[config.mk]
export PLATFORM = sky130hd
export DESIGN_NAME = mont_mul_scheduler
export DESIGN_NICKNAME = d
export VERILOG_FILES = /design/src/rtl/mont_mul_scheduler.sv
export SDC_FILE = /design/constraint.sdc
export NUM_CORES = 1
export LEC_CHECK = 0
export CAP_MARGIN = 5
export CORE_AREA = 3 3 307 309
export CTS_CLUSTER_SIZE = 28
export DETAILED_ROUTE_END_ITERATION = 6
export DIE_AREA = 0 0 310 312
export PLACE_DENSITY_LB_ADDON = 0.05
export SYNTH_ARGS = -nofsm -noshare
export SYNTH_HDL_FRONTEND = slang
export SYNTH_SLANG_ARGS = --single-unit
[constraint.sdc]
create_clock -name clk -period 3.5 [get_ports clk]
set_input_delay 0.7 -clock clk [delete_from_list [all_inputs] [get_ports clk]]
set_output_delay 0.7 -clock clk [all_outputs]
set_load 0.01 [all_outputs]
[src/rtl/mont_mul_scheduler.sv]
`default_nettype none
// ============================================================================
// Module   : mont_mul_scheduler
// Purpose  : Shares one Montgomery multiplier core between NUM_REQ requesters.
//            Round-robin issue with a fixed 3-cycle issue rhythm, an in-order
//            tag FIFO of issued requester IDs, and result routing back to
//            the requester that owns each result.
// Revision : 1.0 - initial release
// ============================================================================
module mont_mul_scheduler #(
  parameter int NUM_REQ = 4,
  parameter int WIDTH   = 64,
  parameter int DEPTH   = 8
) (
  input  logic                     clk,
  input  logic                     rst,
  input  logic [NUM_REQ-1:0]       req_valid,
  input  logic [NUM_REQ*WIDTH-1:0] req_a,
  input  logic [NUM_REQ*WIDTH-1:0] req_b,
  output logic [NUM_REQ-1:0]       req_ready,
  output logic [NUM_REQ-1:0]       rsp_valid,
  output logic [WIDTH-1:0]         rsp_result,
  input  logic [NUM_REQ-1:0]       rsp_ready,
  output logic [WIDTH-1:0]         mm_a,
  output logic [WIDTH-1:0]         mm_b,
  output logic                     mm_taken,
  input  logic                     mm_ready_in,
  input  logic [WIDTH-1:0]         mm_result,
  input  logic                     mm_ready_out,
  output logic                     mm_given,
  output logic [$clog2(DEPTH):0]   inflight,
  output logic                     err
);

  localparam int               c_IDW  = $clog2(NUM_REQ);
  localparam int               c_AW   = $clog2(DEPTH);
  localparam logic [c_AW:0]    c_FULL = (c_AW + 1)'(DEPTH);

  typedef enum logic [1:0] {
    ISS_IDLE  = 2'd0,
    ISS_PULSE = 2'd1,
    ISS_GAP   = 2'd2
  } iss_state_t;

  typedef enum logic [1:0] {
    RSP_IDLE = 2'd0,
    RSP_GIVE = 2'd1,
    RSP_HOLD = 2'd2
  } rsp_state_t;

  iss_state_t         r_iss_state, w_iss_next;
  rsp_state_t         r_rsp_state, w_rsp_next;
  logic [c_IDW-1:0]   r_rr;
  logic [c_IDW-1:0]   r_tag_mem [DEPTH];
  logic [c_AW-1:0]    r_wr, r_rd;
  logic [c_AW:0]      r_count;
  logic [c_IDW-1:0]   r_rsp_tag;

  logic               w_any;
  logic [c_IDW-1:0]   w_grant, w_cand;
  logic [NUM_REQ-1:0] w_grant_oh, w_tag_oh;
  logic               w_full, w_empty;
  logic               w_push, w_pop, w_rsp_done, w_err_set;

  assign w_full   = (r_count == c_FULL);
  assign w_empty  = (r_count == '0);
  assign inflight = r_count;

  // Round-robin pick: scan downward so the lowest offset from r_rr wins.
  always_comb begin
    w_any      = 1'b0;
    w_grant    = '0;
    w_cand     = '0;
    w_grant_oh = '0;
    for (int k = NUM_REQ - 1; k >= 0; k--) begin
      w_cand = c_IDW'((int'(r_rr) + k) % NUM_REQ);
      if (req_valid[w_cand]) begin
        w_any   = 1'b1;
        w_grant = w_cand;
      end
    end
    w_grant_oh[w_grant] = 1'b1;
  end

  // Issue FSM next state: arbitrate only from IDLE, then PULSE and GAP.
  always_comb begin
    w_iss_next = r_iss_state;
    w_push     = 1'b0;
    case (r_iss_state)
      ISS_IDLE: begin
        if (mm_ready_in && w_any && !w_full) begin
          w_iss_next = ISS_PULSE;
          w_push     = 1'b1;
        end
      end
      ISS_PULSE: w_iss_next = ISS_GAP;
      ISS_GAP:   w_iss_next = ISS_IDLE;
      default:   w_iss_next = ISS_IDLE;
    endcase
  end

  // Response FSM next state: take a result only when idle and a tag exists.
  always_comb begin
    w_rsp_next = r_rsp_state;
    w_pop      = 1'b0;
    w_rsp_done = 1'b0;
    w_err_set  = 1'b0;
    w_tag_oh   = '0;
    w_tag_oh[r_rsp_tag] = 1'b1;
    case (r_rsp_state)
      RSP_IDLE: begin
        if (mm_ready_out) begin
          if (!w_empty) begin
            w_rsp_next = RSP_GIVE;
            w_pop      = 1'b1;
          end else begin
            w_err_set  = 1'b1;
          end
        end
      end
      RSP_GIVE: w_rsp_next = RSP_HOLD;
      RSP_HOLD: begin
        if (rsp_ready[r_rsp_tag]) begin
          w_rsp_next = RSP_IDLE;
          w_rsp_done = 1'b1;
        end
      end
      default: w_rsp_next = RSP_IDLE;
    endcase
  end

  // State registers for both FSMs.
  always_ff @(posedge clk) begin
    if (rst) begin
      r_iss_state <= ISS_IDLE;
      r_rsp_state <= RSP_IDLE;
    end else begin
      r_iss_state <= w_iss_next;
      r_rsp_state <= w_rsp_next;
    end
  end

  // Issue datapath: capture granted operands, pulse handshakes, advance RR.
  always_ff @(posedge clk) begin
    if (rst) begin
      mm_a      <= '0;
      mm_b      <= '0;
      mm_taken  <= 1'b0;
      req_ready <= '0;
      r_rr      <= '0;
    end else begin
      mm_taken  <= w_push;
      req_ready <= w_push ? w_grant_oh : '0;
      if (w_push) begin
        mm_a <= req_a[int'(w_grant)*WIDTH +: WIDTH];
        mm_b <= req_b[int'(w_grant)*WIDTH +: WIDTH];
        r_rr <= (w_grant == c_IDW'(NUM_REQ - 1)) ? '0 : w_grant + 1'b1;
      end
    end
  end

  // Tag storage; pointers alone define validity so no reset is needed here.
  always_ff @(posedge clk) begin
    if (w_push) begin
      r_tag_mem[r_wr] <= w_grant;
    end
  end

  // Tag FIFO pointers and occupancy; simultaneous push/pop leaves count as is.
  always_ff @(posedge clk) begin
    if (rst) begin
      r_wr    <= '0;
      r_rd    <= '0;
      r_count <= '0;
    end else begin
      if (w_push) r_wr <= r_wr + 1'b1;
      if (w_pop)  r_rd <= r_rd + 1'b1;
      case ({w_push, w_pop})
        2'b10:   r_count <= r_count + 1'b1;
        2'b01:   r_count <= r_count - 1'b1;
        default: r_count <= r_count;
      endcase
    end
  end

  // Response datapath: latch result and owner, present it, sticky error.
  always_ff @(posedge clk) begin
    if (rst) begin
      rsp_result <= '0;
      rsp_valid  <= '0;
      mm_given   <= 1'b0;
      r_rsp_tag  <= '0;
      err        <= 1'b0;
    end else begin
      mm_given <= w_pop;
      if (w_pop) begin
        rsp_result <= mm_result;
        r_rsp_tag  <= r_tag_mem[r_rd];
      end
      if (r_rsp_state == RSP_GIVE) begin
        rsp_valid <= w_tag_oh;
      end else if (w_rsp_done) begin
        rsp_valid <= '0;
      end
      if (w_err_set) begin
        err <= 1'b1;
      end
    end
  end

endmodule
`default_nettype wire
Word-level counts from Yosys, hierarchy flattened
Memory sizes are Yosys's and may differ from the RTL's. A register that Yosys moved wholly into a read port is not among the register bits.
Index checks and enable logic that the tools add are counted.
{ "word_totals": {"regBits": 219, "latchBits": 0, "mem_bits_rw": 16, "rom_bits": 0, "in_bits": 588, "out_inout_bits": 207, "elab_cells": 101, "memories": 1} }
{ "op_classes": {"addsub": 8, "mul": 0, "div": 0, "magnitude_cmp": 8, "eq_ne": 11, "shift": 2, "mux": 44, "bitwise": 1, "n_reduce_logical": 12} }
{ "memory_table": {"columns": ["name", "depth", "word_bits", "read_ports", "rd_clocked_by_memory_dff", "wr", "line_no", "source"], "rows": [
  ["r_tag_mem", 8, 2, 1, 1, 1, "54", "logic [c_IDW-1:0] r_tag_mem [DEPTH];"]
]} }
{ "op_table": {"columns": ["operator", "count"], "rows": [
  ["$shiftx A256 B9 Y64", 2],
  ["$mux W1", 23],
  ["$lt A2 B3 Y1 const B", 6],
  ["$mux W2", 9],
  ["$bmux W1 S2", 5],
  ["$mux W4", 2],
  ["$ne A2 B2 Y1 const B", 4],
  ["$pmux W4 S2", 1],
  ["$add A3 B1 Y3 const B", 2],
  ["$eq A2 B1 Y1 const B", 3],
  ["$eq A2 B2 Y1 const B", 3],
  ["$pmux W2 S3", 1],
  ["$add A2 B1 Y2 const B", 2],
  ["$add A2 B2 Y2 const B", 2],
  ["$add A4 B1 Y4 const B", 1],
  ["$demux W1 S2", 2],
  ["$eq A4 B4 Y1 const B", 1],
  ["$ge A2 B1 Y1 const B", 2],
  ["$logic_and A1 B1 Y1", 4],
  ["$logic_not A2 Y1", 2],
  ["$logic_not A4 Y1", 1],
  ["$pmux W2 S2", 1],
  ["$reduce_bool A2 Y1", 2],
  ["$sub A4 B1 Y4 const B", 1],
  ["4 further kinds", 4]
]} }

Depth between registers and ports, before layout
Gate-level depths: netlist (run 1).
{ "depth": {"depth_word": 13, "depth_mapped": 13, "mapped_depth_nobuf": 10} }

Least setup slack after synthesis (run 1)
No wires, ideal clock.
{ "synth_timing": {"path_type": "input -> register", "from": "input port mm_ready_out", "to": "register r_count[2], in the netlist inflight[2]", "setup_time_ns": 0.071, "arrival_ns": 2.717, "required_time_ns": 3.429, "path_slack_ns": 0.712, "stages": 12, "n_path_buf": 2, "path_cell_list": "nor3b_1 -> nand2b_1 -> clkbuf_1 -> inv_2 -> clkbuf_1 -> ha_1 -> xor2_1 -> ha_1 -> a21oi_1 -> xor2_1 -> or3_1 -> a21oi_1"} }
{ "synth_via": {"elab_chain_len": 4, "elab_cells_between_ends": 6, "classes_between": "2 x eq/ne; 3 x mux; 1 x reduce/logical"} }
{ "synth_lines": {"columns": ["item", "line_no", "source"], "rows": [
  ["from (decl)", "29", "input logic mm_ready_out,"],
  ["$mux W1 (*)", "112", "if (mm_ready_out) begin"],
  ["$mux W1 (*)", "110", "case (r_rsp_state)"],
  ["net w_pop", "63", "logic w_push, w_pop, w_rsp_done, w_err_set;"],
  ["$eq A2 B1 Y1 / $eq A2 B2 Y1 (equally long branches)", "178", "case ({w_push, w_pop})"],
  ["$pmux W4 S2 / $reduce_bool A2 Y1 (equally long branches)", null, null],
  ["to (signal assigned)", "179", "2'b10: r_count <= r_count + 1'b1;"],
  ["to (signal assigned)", "180", "2'b01: r_count <= r_count - 1'b1;"],
  ["to (signal assigned)", "181", "default: r_count <= r_count;"],
  ["to (decl)", "56", "logic [c_AW:0] r_count;"]
]} }
Mark *: on every way through the listed nets, which the timed path passes. The rest lies on a longest branch.
A chain may end at the register's enable or synchronous reset.

Final worst setup path (run 1)
{ "layout_timing": {"from": "input port mm_ready_in", "to": "register r_count[2], in the netlist inflight[2]"} }
{ "layout_via": {"elab_chain_len": 6, "elab_cells_between_ends": 8, "classes_between": "2 x eq/ne; 3 x mux; 3 x reduce/logical"} }
{ "layout_lines": {"columns": ["item", "line_no", "source"], "rows": [
  ["from (decl)", "27", "input logic mm_ready_in,"],
  ["$logic_and A1 B1 Y1 (*) (2 in series)", "91", "if (mm_ready_in && w_any && !w_full) begin"],
  ["$mux W1 (*)", "91", null],
  ["$mux W1 (*)", "89", "case (r_iss_state)"],
  ["$eq A2 B1 Y1 / $eq A2 B2 Y1 (equally long branches)", "178", null],
  ["$pmux W4 S2 / $reduce_bool A2 Y1 (equally long branches)", null, null]
]} }
Every way passes the cells marked *; elsewhere a longest branch is shown, timed or not.

==> results of run 1 <==
area by class of cell:
| cell class | count | share of cell area, % |
|---|---|---|
| inverters | 6 | 0.0981 |
| diodes | 19 | 0.207 |
| clock inverters | 14 | 0.872 |
| repair buffers | 839 | 37.1 |
| multi-input cells | 1083 | 29.5 |
| well taps | 1186 | 6.46 |
| clock buffers | 50 | 4.37 |
| flip-flops and latches | 237 | 21.4 |
worst max-delay path: stages:
cell and delay [ns]:
clkdlybuf4s50_1 0.47, nand2b_1 0.17, nor4_4 0.33, inv_1 0.16, ha_1 0.30, xor2_1 0.17, ha_1 0.19, a21oi_1 0.17
xor2_1 0.10, or3_1 0.31, a21oi_1 0.15
flip-flops by register name, summed over array words and instances, names as in the netlist:
| name | cells |
|---|---|
| err | 1 |
| r_wr | 3 |
| mm_b | 64 |
| mm_taken | 1 |
| mm_given | 1 |
| rsp_result | 64 |
| r_tag_mem | 16 |
| req_ready | 4 |
| r_rr | 2 |
| inflight | 4 |
| r_rd | 3 |
| r_rsp_state | 2 |
| rsp_valid | 4 |
| r_rsp_tag | 2 |
| mm_a | 64 |
| r_iss_state | 2 |
Yosys cell counts, drive strengths merged (6+ instances only):
cell type  number
o211ai        127
nor2           29
nand2b          7
o21ai         129
nand2         268
nand3         127
mux2i         134
inv             6
edfxtp         16
ha              9
dfxtp         221
a21oi          75
clkbuf         69
a21o          127
buf            70
power breakdown:
part           leakage, nW  switching (W)  total (W)  internal, W
combinational         5.39        0.00235    0.00458      0.00223
clock                0.587        0.00152    0.00383      0.00231
sequential            1.95       0.000320    0.00356      0.00324
total                 7.93        0.00418     0.0120      0.00779
logic make-up (layout without fill, tap and decap cells):
kind of cell | after synthesis | in the layout | share of synthesized area (%)
adder cells (fa/ha/maj) | 9 | 9 | 0.908
other | 0 | 19 | 0
flip-flops | 237 | 237 | 39.6
multiplexers | 139 | 139 | 11.7
XOR/XNOR | 6 | 6 | 0.424
AND/OR/NAND/NOR | 456 | 456 | 16.3
AO/OA/AOI/OAI | 473 | 473 | 24.7
buffers and inverters | 145 | 909 | 6.34
layer usage:
layer	wire (µm)	track usage [%]
met2	45200	31.8
met4	1290	3.31
met5	144	0
met1	31600	17.9
met3	6350	5.44
per-stage QoR:
| stage | setup WS [ns] | util, % | cells | power [W] | area, µm² |
|---|---|---|---|---|---|
| CTS | 0.800 | 25.0 | 3415 | 0.0123 | 22900 |
| finish | 0.760 | 25.0 | 3434 | 0.0120 | 23000 |
| detailed placement | 0.209 | 23.7 | 3351 | 0.00833 | 21700 |
| floorplan | 0.712 | - | 1465 | 0.00567 | 12400 |
| global placement | 0.187 | 23.7 | 3351 | 0.00833 | 21700 |
| global route | 0.598 | 25.0 | 3420 | 0.0127 | 22900 |
worst min path at each step:
stage	endpoint	cells past startpoint
5_1_grt	rsp_result[40]	2
3_3_place_gp	rsp_result[38]	2
4_1_cts	r_iss_state[1]	2
2_1_floorplan	r_iss_state[1]	2
3_5_place_dp	r_iss_state[1]	2
6_report	r_iss_state[1]	2
==> flow_summary.json, run 1 <==
{
  "syn_area_per_cell_um2": 8.46,
  "fill_cells": 9884,
  "r2r_end": "inflight[2]",
  "vias": 14136,
  "period_minus_slack_ns": 2.74,
  "cap_violations": 0,
  "detail_route.wl_per_cell_um": 24.6,
  "slew_violations": 0,
  "routed_wl_um": 84600,
  "grt_pass1_vias": 14717,
  "syn2layout_area_growth_pct": 85.1,
  "status": "completed",
  "die_y_um": 312,
  "overflow": 0,
  "clk_pin_slew_ns": 0.05,
  "crit_start": "mm_ready_in",
  "port_buffers": 794,
  "hold_viol": 0,
  "place.gp.congestion": 0.808,
  "peakVddDrop_mv": 0.254,
  "synth_top_area_share_pct": 35.7,
  "grt_pass1_wl_um": 116000,
  "fmax_mhz": 365,
  "synthFlopType": "dfxtp_1",
  "die_w_um": 310,
  "rsz0062_at_grt": "no",
  "setup_tns_ns": 0,
  "cts_resized": 0,
  "synth-edff-count": 16,
  "fin_nets": 2800,
  "synth_seq_cells": 237,
  "antenna_found_initial": 34,
  "powerDensity_nw_per_um2": 522,
  "seq_area_frac_synth_pct": 39.6,
  "fin_skew_ns": 0.0147,
  "htreeDepth": 2,
  "reg2reg_slack_ns": 0.94,
  "worstHoldStart": "r_iss_state[0]",
  "synthDistinctLibCells": 48,
  "hold_path.class": "reg -> reg",
  "cts_setup_buffers": 0,
  "period_share_pct": 78.3,
  "critical_path_class": "in -> reg",
  "yosysTopAreaCell": "dfxtp_1",
  "grt_max_degree": 128,
  "slew_headroom_pct": 30.7,
  "clock_path_buffers": 3,
  "drc": 0,
  "rows": 111,
  "tightest_slew_ns": 1.04,
  "cts_tree": "yes",
  "cts_hold_buf": 0,
  "end_kind": "flip-flop",
  "setup-violations-final": 0,
  "final_common_cell": "clkdlybuf4s50_1",
  "postRouteAntennaNets": 0,
  "arrival_ns": 3.21,
  "clk-insertion-delay-late_ns": 0.56,
  "cts_sinks": 237,
  "drt_iter0_drc": 612,
  "crit_end": "inflight[2]",
  "start_util_pct": 13.5,
  "startpoint_type": "input port",
  "synthArstFlopShare_pct": 0,
  "most-common-layout-cells": "clkdlybuf4s50_1 (793), nand2_1 (267), dfxtp_1 (221)",
  "netlist_area_um2": 12400,
  "synth_area_leaders": "dfxtp_1 (36%), mux2i_1 (11%), nand2_1 (8.1%)",
  "postSynthCellCount": 1465,
  "worstPathRequired_ns": 3.97,
  "seqCellArea_um2": 4900,
  "dieArea_um2": 96700,
  "dp_hpwl_um": 64200,
  "multi_input_area_um2": 6770,
  "holdWs_ns": 0.435,
  "first_pass_iters": 4,
  "ys_warn_count": 0,
  "ios": 795,
  "drive_gt1_share_pct": 5.43,
  "clock-root-buffer": "clkbuf_16",
  "p_leak_nw": 7.93,
  "cts_buffers": 36,
  "rr_worst_depth": 10,
  "critPathMaxFanout": 5,
  "rr_startpoint": "inflight[0]",
  "core_area_um2": 91700,
  "routed_via_density": 4.12,
  "syn_nets": 2062,
  "track_usage_pct": 16.7
}
No activity file was read; power rests on OpenSTA's default activity.
==> run 2: changes to the inputs <==
--- a/config.mk
+++ b/config.mk
@@ -6,10 +6,10 @@
 export NUM_CORES = 1
 export LEC_CHECK = 0
 export CAP_MARGIN = 5
-export CORE_AREA = 3 3 307 309
+export CORE_AREA = 3 3 311 313
 export CTS_CLUSTER_SIZE = 28
 export DETAILED_ROUTE_END_ITERATION = 6
-export DIE_AREA = 0 0 310 312
+export DIE_AREA = 0 0 314 316
 export PLACE_DENSITY_LB_ADDON = 0.05
 export SYNTH_ARGS = -nofsm -noshare
 export SYNTH_HDL_FRONTEND = slang
==> constraint.sdc (replaced) <==
create_clock -name clk -period 2.25 [get_ports clk]
set_input_delay 0.45 -clock clk [delete_from_list [all_inputs] [get_ports clk]]
set_output_delay 0.45 -clock clk [all_outputs]
set_load 0.01 [all_outputs]
==> run 2 against run 1 <==
Compared with the run above:
- clock power up 44%
- wire length decreased by 2.3%
- global-route usage shrank 0.92 points
==> flow_summary.json, run 2 (synthesis gave the netlist of run 1 again) <==
{
  "start_util_pct": 13.1,
  "clk_pin_slew_ns": 0.06,
  "power.switching_w": 0.00652,
  "place_area_um2": 23000,
  "slew_violations": 0,
  "clock-root-buffer": "clkbuf_16",
  "antenna_found_initial": 24,
  "setup_tns_ns": 0,
  "clk-insertion-delay-late_ns": 0.55,
  "p_comb_share_pct": 41.6,
  "hold_viol": 0,
  "period_share_pct": 95.8,
  "peakVddDrop_mv": 0.527,
  "grt_pass1_wl_um": 114000,
  "clock_path_buffers": 3,
  "cts_hold_buf": 0,
  "core_area_um2": 94600,
  "routed_wl_um": 82600,
  "hold_path.class": "in -> reg",
  "routed_via_density": 3.97,
  "grt_max_degree": 88,
  "track_usage_pct": 15.8,
  "drive_gt1_share_pct": 10.6,
  "ios": 795,
  "most-common-layout-cells": "clkdlybuf4s50_1 (791), nand2_1 (267), dfxtp_1 (217)",
  "end_kind": "flip-flop",
  "status": "completed",
  "p_leak_nw": 8.60,
  "vias": 14325,
  "swShare_pct": 34.4,
  "final_common_cell": "clkdlybuf4s50_1",
  "cts_tree": "yes",
  "largestRegisters": "mm_a: 64 flops, mm_b: 64 flops, rsp_result: 64 flops",
  "power_frac_clock_pct": 29.2,
  "p_seq_share_pct": 29.2,
  "place.gp.congestion": 0.790,
  "fill_cells": 10168,
  "port_buffers": 794,
  "slew_headroom_pct": 48.7,
  "grt_pass1_vias": 15036,
  "holdWs_ns": 0.284,
  "worstPathRequired_ns": 2.66,
  "cap_violations": 0,
  "fin_skew_ns": 0.0145,
  "dp_hpwl_um": 66000,
  "postRouteAntennaNets": 0,
  "detail_route.wl_per_cell_um": 22.9,
  "startpoint_type": "input port",
  "fmax_mhz": 464,
  "powerDensity_nw_per_um2": 781,
  "tightest_slew_ns": 0.769,
  "dieArea_um2": 99200,
  "syn2layout_area_growth_pct": 95.9,
  "setup-violations-final": 0,
  "htreeDepth": 2,
  "fin_nets": 2908,
  "arrival_ns": 2.57,
  "critical_path_class": "in -> reg",
  "die_y_um": 316,
  "first_pass_iters": 5,
  "overflow": 0,
  "post-route-util_pct": 25.7,
  "die_w_um": 314,
  "critPathMaxFanout": 11,
  "fin_area_um2": 24300,
  "internal_power_w": 0.0124,
  "drc": 0,
  "period_minus_slack_ns": 2.16,
  "cts_buffers": 36,
  "drt_iter0_drc": 709,
  "rsz0062_at_grt": "yes",
  "rows": 113,
  "cts_sinks": 237
}
==> run 2: changes by cell type in the layout (fill, tap and decap cells not counted), moves of 3 or more <==
cell	before	now
buf_12	19	51
buf_4	27	102
clkbuf_8	5	2
clkinv_2	4	7
dfxtp_1	221	217
dfxtp_2	0	4
diode_2	19	10
ha_1	9	6
mux2i_1	134	126
mux2i_2	0	5
mux2i_4	0	3
==> run 2: cell type report <==
cell class                 instances  area, µm²  share of cell area, %
tap                             1265       1580                   6.52
timing repair buffer             947       9740                   40.1
inverter                           6       22.5                 0.0927
multi-input combinational       1083       6900                   28.4
sequential                       237       4910                   20.2
antenna                           10       25.0                  0.103
clock inverter                    14        124                  0.510
clock buffer                      46        980                   4.03
==> run 2: repair_timing <==
| item | in CTS | in global routing |
|---|---|---|
| buffers inserted | 2 | 1 |
| setup endpoints to repair | 23 | 30 |
| resized for setup | 10 | 11 |
| pin swaps | 1 | 0 |
==> run 2: metal layers <==
metal,vias up,GRT usage (%),part of all wire (%)
li1,6960,-,-
met1,6784,17.9,39
met2,480,28.9,52
met3,83,5.23,7.4
met4,18,3.30,1.6
met5,-,0,0.15
==> run 2: final timing paths <==
path	from	end	slack, ns	depth (start not counted)
min reg2reg	r_iss_state[0]	r_iss_state[1]	0.44	2
min	rst	r_iss_state[1]	0.28	3
max reg2reg	inflight[3]	inflight[3]	0.12	10
max	req_valid[1]	mm_b[21]	0.09	10
==> run 2: critical path, stage by stage <==
cell and delay (ns):
clkdlybuf4s50_1 0.46, buf_4 0.19, nor2b_4 0.14, a221oi_4 0.08
buf_12 0.14, nor2_4 0.15, buf_12 0.18, buf_4 0.18
mux2i_1 0.43, o211ai_1 0.12
==> run 2: through the flow <==
step / std cells / power [W] / setup WS, ns
finish: 3608 / 0.0190 / 0.0940
global route: 3603 / 0.0202 / -0.0216
CTS: 3597 / 0.0195 / 0.0138
detailed placement: 3535 / 0.0136 / -0.934
global placement: 3535 / 0.0136 / -0.871
floorplan: 1465 / 0.00889 / -0.0259
==> run 2: power by group through the flow <==
stage | combinational [W] | clock [W] | sequential, W
CTS | 0.00808 | 0.00583 | 0.00555
detailed placement | 0.00800 | 0 | 0.00562
global placement | 0.00804 | 0 | 0.00560
floorplan | 0.00301 | 0 | 0.00588
global route | 0.00854 | 0.00598 | 0.00565
finish | 0.00789 | 0.00553 | 0.00555
